<file path="config.mk">
export PLATFORM = sky130hd
export DESIGN_NAME = serial_add_sequencer_flat
export DESIGN_NICKNAME = d
export VERILOG_FILES = /design/src/rtl/serial_add_sequencer_pkg.sv /design/src/rtl/serial_add_sequencer_if.sv /design/src/rtl/serial_add_sequencer_fa_cell.sv /design/src/rtl/serial_add_sequencer.sv /design/src/flat_wrapper.sv
export SDC_FILE = /design/constraint.sdc
export NUM_CORES = 1
export LEC_CHECK = 0
export CORE_UTILIZATION = 46
export DETAILED_ROUTE_END_ITERATION = 16
export GPL_TIMING_DRIVEN = 0
export MAX_ROUTING_LAYER = met4
export PLACE_DENSITY = 0.75
export SYNTH_ARGS = -nofsm -noshare
export SYNTH_HDL_FRONTEND = slang
export SYNTH_SLANG_ARGS = --single-unit
</file>
<file path="constraint.sdc">
create_clock -name clk -period 1.7 [get_ports clk]
set_input_delay 0.34 -clock clk [delete_from_list [all_inputs] [get_ports clk]]
set_output_delay 0.34 -clock clk [all_outputs]
set_load 0.02 [all_outputs]
</file>
<file path="src/rtl/serial_add_sequencer_pkg.sv">
// Shared types and constants for the bit-serial adder front end.
package serial_add_pkg;

    localparam int DEFAULT_WIDTH = 8;

    typedef enum logic [1:0] {
        IDLE  = 2'd0,
        SHIFT = 2'd1,
        DONE  = 2'd2
    } state_t;

endpackage

</file>
<file path="src/rtl/serial_add_sequencer_if.sv">
// Operand/result bus for the bit-serial adder.
//
// Handshake rules (both channels): a transfer happens only on a rising
// clock edge where valid && ready are both high. The producer holds
// valid and its data stable until that edge; ready may be sampled
// combinationally but never depends on valid.
interface serial_add_sequencer_if
    import serial_add_pkg::*;
#(
    parameter int WIDTH = DEFAULT_WIDTH
);
    logic             in_valid;
    logic             in_ready;
    logic [WIDTH-1:0] a;
    logic [WIDTH-1:0] b;
    logic             cin;
    logic             out_valid;
    logic             out_ready;
    logic [WIDTH-1:0] sum;
    logic             cout;
    logic             busy;

    modport master (
        output in_valid, a, b, cin, out_ready,
        input  in_ready, out_valid, sum, cout, busy
    );

    modport slave (
        input  in_valid, a, b, cin, out_ready,
        output in_ready, out_valid, sum, cout, busy
    );
endinterface

</file>
<file path="src/rtl/serial_add_sequencer_fa_cell.sv">
// One-bit full adder, shared across all bit positions of the serial add.
module fa_cell (
    input  logic a,
    input  logic b,
    input  logic cin,
    output logic s,
    output logic cout
);
    assign s    = a ^ b ^ cin;
    assign cout = (a & b) | (cin & (a ^ b));
endmodule

</file>
<file path="src/rtl/serial_add_sequencer.sv">
// Bit-serial WIDTH-bit adder: accepts operands, feeds the full-adder cell
// one bit pair per cycle LSB first, then presents {cout,sum} until taken.
module serial_add_sequencer
    import serial_add_pkg::*;
#(
    parameter int WIDTH = DEFAULT_WIDTH
)
(
    input  logic                 clk,
    input  logic                 rst,
    serial_add_sequencer_if.slave bus,
    output state_t               dbg_state
);
    localparam int CNT_W = $clog2(WIDTH);
    localparam logic [CNT_W-1:0] LAST_CNT = CNT_W'(WIDTH - 1);

    state_t           state;
    state_t           next_state;
    logic [WIDTH-1:0] a_sr;
    logic [WIDTH-1:0] b_sr;
    logic [WIDTH-1:0] sum_sr;
    logic [WIDTH-1:0] sum_r;
    logic             cout_r;
    logic             carry;
    logic [CNT_W-1:0] cnt;
    logic             fa_s;
    logic             fa_cout;
    logic             last_bit;

    fa_cell u_fa (
        .a    (a_sr[0]),
        .b    (b_sr[0]),
        .cin  (carry),
        .s    (fa_s),
        .cout (fa_cout)
    );

    assign last_bit = (cnt == LAST_CNT);

    // State register.
    always_ff @(posedge clk or posedge rst) begin
        if (rst) begin
            state <= IDLE;
        end else begin
            state <= next_state;
        end
    end

    // Next-state and handshake outputs; a result handoff in DONE never
    // overlaps with an operand accept, so the new op waits one IDLE edge.
    always_comb begin
        next_state    = state;
        bus.in_ready  = 1'b0;
        bus.out_valid = 1'b0;
        bus.busy      = 1'b0;
        case (state)
            IDLE: begin
                bus.in_ready = 1'b1;
                if (bus.in_valid) begin
                    next_state = SHIFT;
                end
            end
            SHIFT: begin
                bus.busy = 1'b1;
                if (last_bit) begin
                    next_state = DONE;
                end
            end
            DONE: begin
                bus.busy      = 1'b1;
                bus.out_valid = 1'b1;
                if (bus.out_ready) begin
                    next_state = IDLE;
                end
            end
            default: begin
                next_state = IDLE;
            end
        endcase
    end

    // Datapath: load operands, shift one bit pair per cycle, latch the result
    // into dedicated output registers only on the final shift.
    always_ff @(posedge clk or posedge rst) begin
        if (rst) begin
            a_sr   <= '0;
            b_sr   <= '0;
            sum_sr <= '0;
            sum_r  <= '0;
            cout_r <= 1'b0;
            carry  <= 1'b0;
            cnt    <= '0;
        end else begin
            case (state)
                IDLE: begin
                    if (bus.in_valid) begin
                        a_sr   <= bus.a;
                        b_sr   <= bus.b;
                        carry  <= bus.cin;
                        cnt    <= '0;
                        sum_sr <= '0;
                    end
                end
                SHIFT: begin
                    a_sr   <= a_sr >> 1;
                    b_sr   <= b_sr >> 1;
                    carry  <= fa_cout;
                    sum_sr <= {fa_s, sum_sr[WIDTH-1:1]};
                    if (last_bit) begin
                        // Counter parks at zero so it never passes WIDTH-1.
                        cnt    <= '0;
                        sum_r  <= {fa_s, sum_sr[WIDTH-1:1]};
                        cout_r <= fa_cout;
                    end else begin
                        cnt <= cnt + CNT_W'(1);
                    end
                end
                default: begin
                end
            endcase
        end
    end

    assign bus.sum   = sum_r;
    assign bus.cout  = cout_r;
    assign dbg_state = state;

endmodule

</file>
<file path="src/flat_wrapper.sv">
// flat-port wrapper written by rule: the top's interface ports become plain ports
module serial_add_sequencer_flat import serial_add_pkg::*;
#(
    parameter int WIDTH = DEFAULT_WIDTH
)
  (clk, rst, dbg_state, bus_in_valid, bus_a, bus_b, bus_cin, bus_out_ready, bus_in_ready, bus_out_valid, bus_sum, bus_cout, bus_busy);
  serial_add_sequencer_if #(.WIDTH(WIDTH)) bus_i ();
  input  logic clk;
  input  logic rst;
  output state_t dbg_state;
  input wire logic [$bits(bus_i.in_valid)-1:0] bus_in_valid;
  input wire logic [$bits(bus_i.a)-1:0] bus_a;
  input wire logic [$bits(bus_i.b)-1:0] bus_b;
  input wire logic [$bits(bus_i.cin)-1:0] bus_cin;
  input wire logic [$bits(bus_i.out_ready)-1:0] bus_out_ready;
  output wire logic [$bits(bus_i.in_ready)-1:0] bus_in_ready;
  output wire logic [$bits(bus_i.out_valid)-1:0] bus_out_valid;
  output wire logic [$bits(bus_i.sum)-1:0] bus_sum;
  output wire logic [$bits(bus_i.cout)-1:0] bus_cout;
  output wire logic [$bits(bus_i.busy)-1:0] bus_busy;
  assign bus_i.in_valid = bus_in_valid;
  assign bus_i.a = bus_a;
  assign bus_i.b = bus_b;
  assign bus_i.cin = bus_cin;
  assign bus_i.out_ready = bus_out_ready;
  assign bus_in_ready = bus_i.in_ready;
  assign bus_out_valid = bus_i.out_valid;
  assign bus_sum = bus_i.sum;
  assign bus_cout = bus_i.cout;
  assign bus_busy = bus_i.busy;
  serial_add_sequencer #(.WIDTH(WIDTH)) u_core (.clk(clk), .rst(rst), .bus(bus_i), .dbg_state(dbg_state));
endmodule
</file>
Yosys cells after proc, flatten, opt, wreduce, memory -nomap -nowiden
Index checks and enable logic that the tools add are counted.
{"block": "word_totals", "ff_bits": 39, "input_bits": 21, "out_inout_bits": 14, "elab_cells": 44}
{"block": "op_classes", "n_addsub": 1, "n_eq_ne": 6, "n_mux": 18, "n_bitwise": 5, "n_reduce_logical": 6}
{"cell": "one-hot mux 8 bit (2 select lines)", "n": 3}
{"cell": "2-to-1 mux 8 bit", "n": 3}
{"cell": "2-to-1 mux 2 bit", "n": 3}
{"cell": "2-to-1 mux 3 bit", "n": 2}
{"cell": "one-hot mux 2 bit (3 select lines)", "n": 1}
{"cell": "one-hot mux 3 bit (2 select lines)", "n": 1}
{"cell": "2-to-1 mux 1 bit", "n": 4}
{"cell": "inequality test 2 bit (second input constant)", "n": 2}
{"cell": "AND reduction 2 bit", "n": 2}
{"cell": "adder 3 x 1 -> 3 bit (second input constant)", "n": 1}
{"cell": "equality test 3 bit (second input constant)", "n": 1}
{"cell": "AND reduction 3 bit", "n": 1}
{"cell": "bitwise AND 1 bit", "n": 2}
{"cell": "equality test 2 x 1 -> 1 bit (second input constant)", "n": 1}
{"cell": "equality test 2 bit (second input constant)", "n": 1}
{"cell": "zero test 2 bit", "n": 1}
{"cell": "inequality test 2 x 1 -> 1 bit (second input constant)", "n": 1}
{"cell": "one-hot mux 1 bit (2 select lines)", "n": 1}
{"cell": "nonzero test 2 bit", "n": 1}
{"cell": "OR reduction 2 bit", "n": 1}
{"cell": "XOR 1 bit", "n": 2}
{"cell": "OR 1 bit", "n": 1}

Depth between registers and ports, before layout
Gate-level depths: netlist (run 1).
{"block": "depth", "depth_word": 4, "depth_mapped": 6}

Modules after synthesis
Synthesis (run 1) repeated with hierarchy kept, for this count alone.
{"block": "hier_totals", "cells_unflattened": 137, "hier_area_um2": 1696.6}
{"mod": "serial_add_sequencer", "n_inst": 1, "cells_each": 136, "area_per_inst_um2": 1676.6, "seq_area_each_um2": 950.9}
{"mod": "fa_cell", "n_inst": 1, "cells_each": 1, "area_per_inst_um2": 20.0, "seq_area_each_um2": 0.0}

Worst setup path before layout (run 1)
No wires, ideal clock.
{"block": "synth_timing", "path_type": "register -> register", "from": "register u_core.state[0] (netlist: u_core.dbg_state[0])", "to": "register u_core.state[0] (netlist: u_core.dbg_state[0])", "setup_time_ns": 0.125, "arrival_ns": 1.750, "path_slack_ns": -0.175, "stages_incl_launch_ff": 7, "period_less_slack_ns": 1.875, "path_cell_list": "dfrtp_1 inv_1 ha_1 nor2b_4 buf_6 a221oi_4 mux2_2"}
{"block": "synth_via", "elab_chain_len": 3}
{"element": "start, declared", "line_no": "serial_add_sequencer.sv:17", "text": "state_t state;"}
{"element": "start signal, assigned", "line_no": "serial_add_sequencer.sv:45", "text": "state <= next_state;"}
{"element": "equality test 2 x 1 -> 1 bit (tied with other cells)", "line_no": "serial_add_sequencer.sv:56", "text": "case (state)"}
{"element": "inequality test 2 x 1 -> 1 bit (no source line) / inequality test 2 bit (equally long branches)"}
{"element": "AND reduction 3 bit (no source line)"}
Parallel ways exist; a longest one is shown, timed or not.
A chain may end at the register's enable or synchronous reset.

Final worst setup path (run 1)
Same ends and word-level chain as after synthesis.

==> impl_metrics.tcl, run 1 <==
set metrics [dict create \
    critPathMaxStageDelay_ns 0.44 \
    max_slew_margin_pct 48.1 \
    path_depth 5 \
    grt_pass1_vias 1333 \
    placed_area_um2 2280 \
    post-route-period-util_pct 98.5 \
    start_util_pct 49.2 \
    grt_overflow 0 \
    critical_path.startpoint "u_core.dbg_state[0]$_DFFE_PP0P_" \
    numCtsBuffers 5 \
    io_pins 35 \
    slowest_stage "dfrtp_2" \
    setup_viol 0 \
    clockBufferDepth 2 \
    rsz0062_at_grt "yes" \
    ff2ff_path_depth 5 \
    drv_cap 0 \
    dr.pass1.iters 4 \
    synthMuxAreaShare_pct 19.4 \
    hold_viol_final 0 \
    drv_slew 0 \
    cts-root-buf "clkbuf_8" \
    worst_setup_path_end_kind "flop" \
    dr_wl_met3_um 135 \
    avgViaCountPerCell 5.32 \
    htree_levels 2 \
    r2r-end "u_core.dbg_state[0]$_DFFE_PP0P_" \
    wl_met1_um 1570 \
    design_area_um2 2440 \
    ant_nets 0 \
    critPathCapture "u_core.dbg_state[0]$_DFFE_PP0P_" \
    synthSimpleGateAreaFrac_pct 5.43 \
    die-height_um 65.3 \
    drive_gt1_share_pct 21.5 \
    status "completed" \
    routedWlPerCell_um 14.8 \
    arrival_ns 1.84 \
    drt-initial-drc-count 69 \
    core-area_um2 3740 \
    tightest_slew_ns 0.777 \
    grt_pass1_wl_um 6110 \
    track_usage_pct 19.9 \
    regToRegSetupSlack_ns 0.03 \
    path_clk_slew_ns 0.07 \
    wl_um 3660 \
    fin_nets 228 \
    num-fill-cells 302 \
    drcViolationCount 0 \
    synth_cell_type_count 24 \
    crit_fanout 5 \
    synth_top_family_by_area "multiplexers" \
    wl_met2_um 1910 \
    antenna_cells 0 \
    avgSynthCellArea_um2 12.0 \
    synthXorXnorAreaFrac_pct 0 \
    max_freq_ghz 0.597 \
    crit_chain "buf_6, ha_4, buf_12, a221oi_4, mux2_4" \
    synth_cells 153 \
    areaGrowthSynthToFinish_pct 32.6 \
    gp_congestion 0.727 \
    synthAdderAreaFrac_pct 5.16 \
    grt_max_degree 21 \
    synth_seq_cells 38 \
    vdd_drop_max_v 0.000940 \
    cts_tree "done" \
    leakage_nw 1.09 \
    fin_ws_ns 0.0252 \
    row_count 22 \
    syn-num-nets 181 \
    antenna_found_initial 0 \
    netlist_area_um2 1840 \
    top_layer_used "met4" \
    period_minus_slack_ns 1.67 \
    skew_ns 0.00191 \
    crit_required_ns 1.86 \
    die_area_um2 4260 \
    clkSinkCount 38 \
    postCtsHoldBufs 0 \
    post-route-util_pct 65.3 \
    port_buffers 34 \
    setup_tns_ns 0 \
    dp_hpwl_um 2700 \
    critical_path_class "flop to flop" \
    ys_seq_area_share_pct 51.6 \
    r2r-start "u_core.dbg_state[0]$_DFFE_PP0P_" \
    yosys_warnings 0 \
    dp_slack_ns -0.178 \
    startpoint_type "flop" \
    via_count 1320 \
    power_density_nw_per_um2 1770 \
    insertion_delay_ns 0.28 \
    worstHoldPathType "flop to flop" \
    dieWidth_um 65.3 \
    crit_family "flip-flops" \
    synth-compound-area-share_pct 13.3 \
    timing.critical_path.buf_inv 2 \
]
-- worst register-to-register path, stage by stage, from the launching register on --
cell	delay, ns
dfrtp_2	0.44
buf_6	0.13
ha_4	0.17
buf_12	0.13
a221oi_4	0.34
mux2_4	0.34
-- cell families (layout without fill, tap and decap cells) --
logic type,after synthesis,in the layout
adders and majority gates,7,7
DFF,38,38
buffers and inverters,16,63
AOI/OAI and AO/OA,36,36
muxes,34,34
and+or+nand+nor,22,22
-- placed cells by master (no fill, tap or decap), types with 3 or more instances in the layout --
master and count:
nand2_1 17, dfrtp_1 36, clkdlybuf4s50_1 31, buf_4 5
mux2_2 9, inv_1 5, o21ai_0 20, buf_6 4
clkbuf_1 4, a32o_1 3, mux2i_1 22, clkbuf_8 5
a22oi_1 7, ha_1 3
-- routing by layer --
| layer | up-vias | track usage, % |
|---|---|---|
| met5 | - | - |
| met4 | 0 | 5.71 |
| met3 | 6 | 5.73 |
| met2 | 29 | 34.8 |
| met1 | 646 | 21.9 |
| li1 | 639 | - |
-- timing repair --
action / in CTS / in global routing
hold endpoints to repair: 0 / 0
setup buffers: 1 / 4
endpoints found under the setup margin: 20 / 33
gates resized for setup: 13 / 10
pin swaps: 0 / 1
-- where the power goes --
group	switching [mW]	total (mW)	internal, mW
Combinational	1.10	2.24	1.14
Clock	0.274	0.555	0.282
Sequential	0.258	1.53	1.27
Total	1.63	4.33	2.70
-- registers in the layout, summed over array words and instances, names as in the netlist --
signal	count
u_core.a_sr	8
u_core.b_sr	8
u_core.bus.cout	1
u_core.bus.sum	8
u_core.carry	1
u_core.cnt	3
u_core.dbg_state	2
u_core.sum_sr	7
-- per-stage QoR --
| stage | instances | power, mW | hold slack, ns |
|---|---|---|---|
| 2_1_floorplan | 153 | 2.91 | 0.450 |
| 5_1_grt | 248 | 4.65 | 0.523 |
| 3_3_place_gp | 235 | 3.44 | 0.461 |
| 3_5_place_dp | 236 | 3.56 | 0.482 |
| 4_1_cts | 244 | 4.19 | 0.497 |
| 6_report | 248 | 4.33 | 0.490 |
-- synth_stat cells --
library cell / n / share of area, %
a221oi_4: 1 / 1.4
a22o_1: 2 / 0.95
a22oi_1: 7 / 2.9
a32o_1: 3 / 1.6
and2_1: 1 / 0.34
buf_2: 2 / 0.54
buf_6: 4 / 2.4
clkbuf_1: 2 / 0.41
clkbuf_2: 1 / 0.27
dfrtp_1: 38 / 52
fa_1: 1 / 1.1
ha_1: 6 / 4.1
inv_1: 7 / 1.4
mux2_2: 11 / 6.7
mux2i_1: 22 / 12
mux2i_2: 1 / 0.75
nand2_1: 17 / 3.5
nand2_2: 1 / 0.34
nor2_1: 1 / 0.20
nor2b_1: 1 / 0.34
nor2b_4: 1 / 0.75
o21ai_0: 20 / 5.4
o21ai_1: 2 / 0.54
o41ai_1: 1 / 0.48
-- how the worst min path moves through the flow --
stage / slack (ns) / cells past startpoint / from / endpoint
after floorplan: 0.45 / 2 / u_core.a_sr[1]$_DFFE_PP0P_ / u_core.a_sr[1]$_DFFE_PP0P_
after global placement: 0.46 / 2 / u_core.b_sr[1]$_DFFE_PP0P_ / u_core.b_sr[1]$_DFFE_PP0P_
after detailed placement: 0.48 / 2 / u_core.a_sr[3]$_DFFE_PP0P_ / u_core.a_sr[3]$_DFFE_PP0P_
after CTS: 0.50 / 2 / u_core.b_sr[1]$_DFFE_PP0P_ / u_core.b_sr[1]$_DFFE_PP0P_
after global routing: 0.52 / 2 / u_core.b_sr[5]$_DFFE_PP0P_ / u_core.b_sr[5]$_DFFE_PP0P_
final: 0.49 / 2 / u_core.b_sr[1]$_DFFE_PP0P_ / u_core.b_sr[1]$_DFFE_PP0P_
-- final cells by class --
cell class	count	area, um^2	area share, %
multi-input combinational	99	842	34.5
timing repair buffer	40	407	16.6
inverter	7	26.3	1.08
tap	48	60.1	2.46
clock buffer	7	76.3	3.12
buffer	9	78.8	3.23
sequential	38	953	39.0
No activity file was read; power rests on OpenSTA's default activity.
==> run 2: changes to the inputs <==
--- a/config.mk
+++ b/config.mk
@@ -9,7 +9,8 @@
 export DETAILED_ROUTE_END_ITERATION = 16
 export GPL_TIMING_DRIVEN = 0
 export MAX_ROUTING_LAYER = met4
-export PLACE_DENSITY = 0.75
+export PLACE_DENSITY = 0.8
 export SYNTH_ARGS = -nofsm -noshare
 export SYNTH_HDL_FRONTEND = slang
 export SYNTH_SLANG_ARGS = --single-unit
+export TNS_END_PERCENT = 100
==> run 2 against run 1 <==
Compared with the run above:
- die area unchanged
- largest power group unchanged
- sequential power about the same
- worst setup slack better by 0.029 ns
- critical endpoint unchanged
- largest cell class unchanged
- critical path type unchanged
==> impl_metrics.tcl, run 2 (same netlist as run 1, synthesis figures left out) <==
set metrics [dict create \
    routedWlPerCell_um 14.8 \
    wl_met2_um 1880 \
    dp_hpwl_um 2640 \
    antenna_cells 0 \
    core-area_um2 3740 \
    multi_input_area_um2 828 \
    num-fill-cells 299 \
    via_count 1304 \
    status "completed" \
    ff2ff_path_depth 5 \
    drcViolationCount 0 \
    io_pins 35 \
    vdd_drop_max_v 0.000814 \
    regArea_um2 953 \
    crit_chain "inv_2, ha_2, buf_6, a221oi_4, mux2_2" \
    dp_slack_ns -0.452 \
    worst_setup_path_end_kind "flop" \
    crit_required_ns 1.87 \
    wl_um 3630 \
    crit_family "flip-flops" \
    period_minus_slack_ns 1.65 \
    top_layer_used "met4" \
    drv_cap 0 \
    tightest_slew_ns 0.812 \
    ant_nets 0 \
    final_common_cell "dfrtp_1" \
    grt_overflow 0 \
    cts-root-buf "clkbuf_8" \
    final_cell_mix "36 x dfrtp_1, 31 x clkdlybuf4s50_1, 22 x mux2i_1" \
    start_util_pct 49.2 \
    dr.pass1.iters 4 \
    max_slew_margin_pct 45.8 \
    wl_met1_um 1590 \
    arrival_ns 1.82 \
    max_freq_ghz 0.608 \
    insertion_delay_ns 0.29 \
    dr_wl_met3_um 135 \
    areaGrowthSynthToFinish_pct 29.7 \
    timing.critical_path.buf_inv 2 \
    clkSinkCount 38 \
    leakage_nw 1.06 \
    die_area_um2 4260 \
    clockBufferDepth 2 \
    critical_path_class "flop to flop" \
    drv_slew 0 \
    drt-initial-drc-count 81 \
    grt_pass1_vias 1419 \
    r2r-start "u_core.dbg_state[1]$_DFFE_PP0P_" \
    hold_viol_final 0 \
    antenna_found_initial 0 \
    fin_nets 224 \
    cts_tree "done" \
    power_density_nw_per_um2 1790 \
    critical_path.startpoint "u_core.dbg_state[1]$_DFFE_PP0P_" \
    dieWidth_um 65.3 \
    htree_levels 2 \
    setup_viol 0 \
    row_count 22 \
    startpoint_type "flop" \
    placed_area_um2 2250 \
    port_buffers 34 \
    rsz0062_at_grt "no" \
    skew_ns 0.00409 \
    grt_max_degree 39 \
    path_clk_slew_ns 0.07 \
    avgViaCountPerCell 5.32 \
    crit_fanout 10 \
    setup_tns_ns 0 \
    post-route-util_pct 63.8 \
    worstHoldStart "u_core.a_sr[1]$_DFFE_PP0P_" \
    gp_congestion 0.815 \
    slowest_stage "dfrtp_2" \
    worstHoldPathType "flop to flop" \
    post-route-period-util_pct 96.8 \
    die-height_um 65.3 \
    min_path_cells 2 \
    track_usage_pct 20.3 \
    drive_gt1_share_pct 21.8 \
    path_depth 5 \
    design_area_um2 2390 \
    fin_ws_ns 0.0544 \
    grt_pass1_wl_um 6420 \
    numCtsBuffers 5 \
    critPathMaxStageDelay_ns 0.40 \
]
[run 2: cell count changes in the layout (fill, tap and decap cells not counted), sizes merged]
cell / delta
clkdlybuf4s15: -1
clkbuf: +1
clkinv: +1
clkinvlp: +2
buf: -5
inv: -1
[run 2: layout make-up]
cell class	instances	share of cell area, %
well taps	48	2.51
inverters	7	1.26
clock buffers	6	3.46
plain buffers	9	3.19
multi-input cells	99	34.7
repair buffers	36	14.5
clock inverters	2	0.524
flip-flops and latches	38	39.9
[run 2: power breakdown]
part | leakage (nW) | switching [mW] | internal (mW)
combinational | 0.517 | 1.06 | 1.04
clock | 0.0472 | 0.317 | 0.326
sequential | 0.493 | 0.262 | 1.27
[run 2: timing repair]
| action | 4_1_cts | 5_1_grt |
|---|---|---|
| endpoints found under the setup margin | 58 | 22 |
| gates cloned | 0 | 0 |
| hold buffers | 0 | 0 |
| gates resized for setup | 8 | 14 |
| setup buffers | 0 | 2 |
| pin swaps | 0 | 0 |
[run 2: per-layer routing]
metal  track usage, %  up-vias
met4             4.89        0
li1                 -      628
met1             24.6      643
met3             5.03        2
met5                -        -
met2             34.0       31
[run 2: worst min-delay path, stage by stage (launching register included)]
cell	delay, ns
dfrtp_1	0.35
nand2_1	0.05
o21ai_0	0.06
[run 2: path summary, 6_finish.rpt]
| check | end | slack [ns] |
|---|---|---|
| max | u_core.dbg_state[0]$_DFFE_PP0P_ | 0.05 |
| min | u_core.a_sr[1]$_DFFE_PP0P_ | 0.49 |
| max reg2reg | u_core.dbg_state[0]$_DFFE_PP0P_ | 0.05 |
| min reg2reg | u_core.a_sr[1]$_DFFE_PP0P_ | 0.49 |
| max in group asynchronous | u_core.dbg_state[1]$_DFFE_PP0P_ | 0.67 |
| min in group asynchronous | u_core.bus.sum[4]$_DFFE_PP0P_ | 0.54 |
[run 2: through the flow]
stage	hold WS, ns	instances	power [mW]
2_1_floorplan	0.450	153	2.91
3_3_place_gp	0.460	235	3.42
3_5_place_dp	0.475	235	3.54
4_1_cts	0.491	243	4.17
5_1_grt	0.524	245	4.61
6_report	0.490	245	4.29
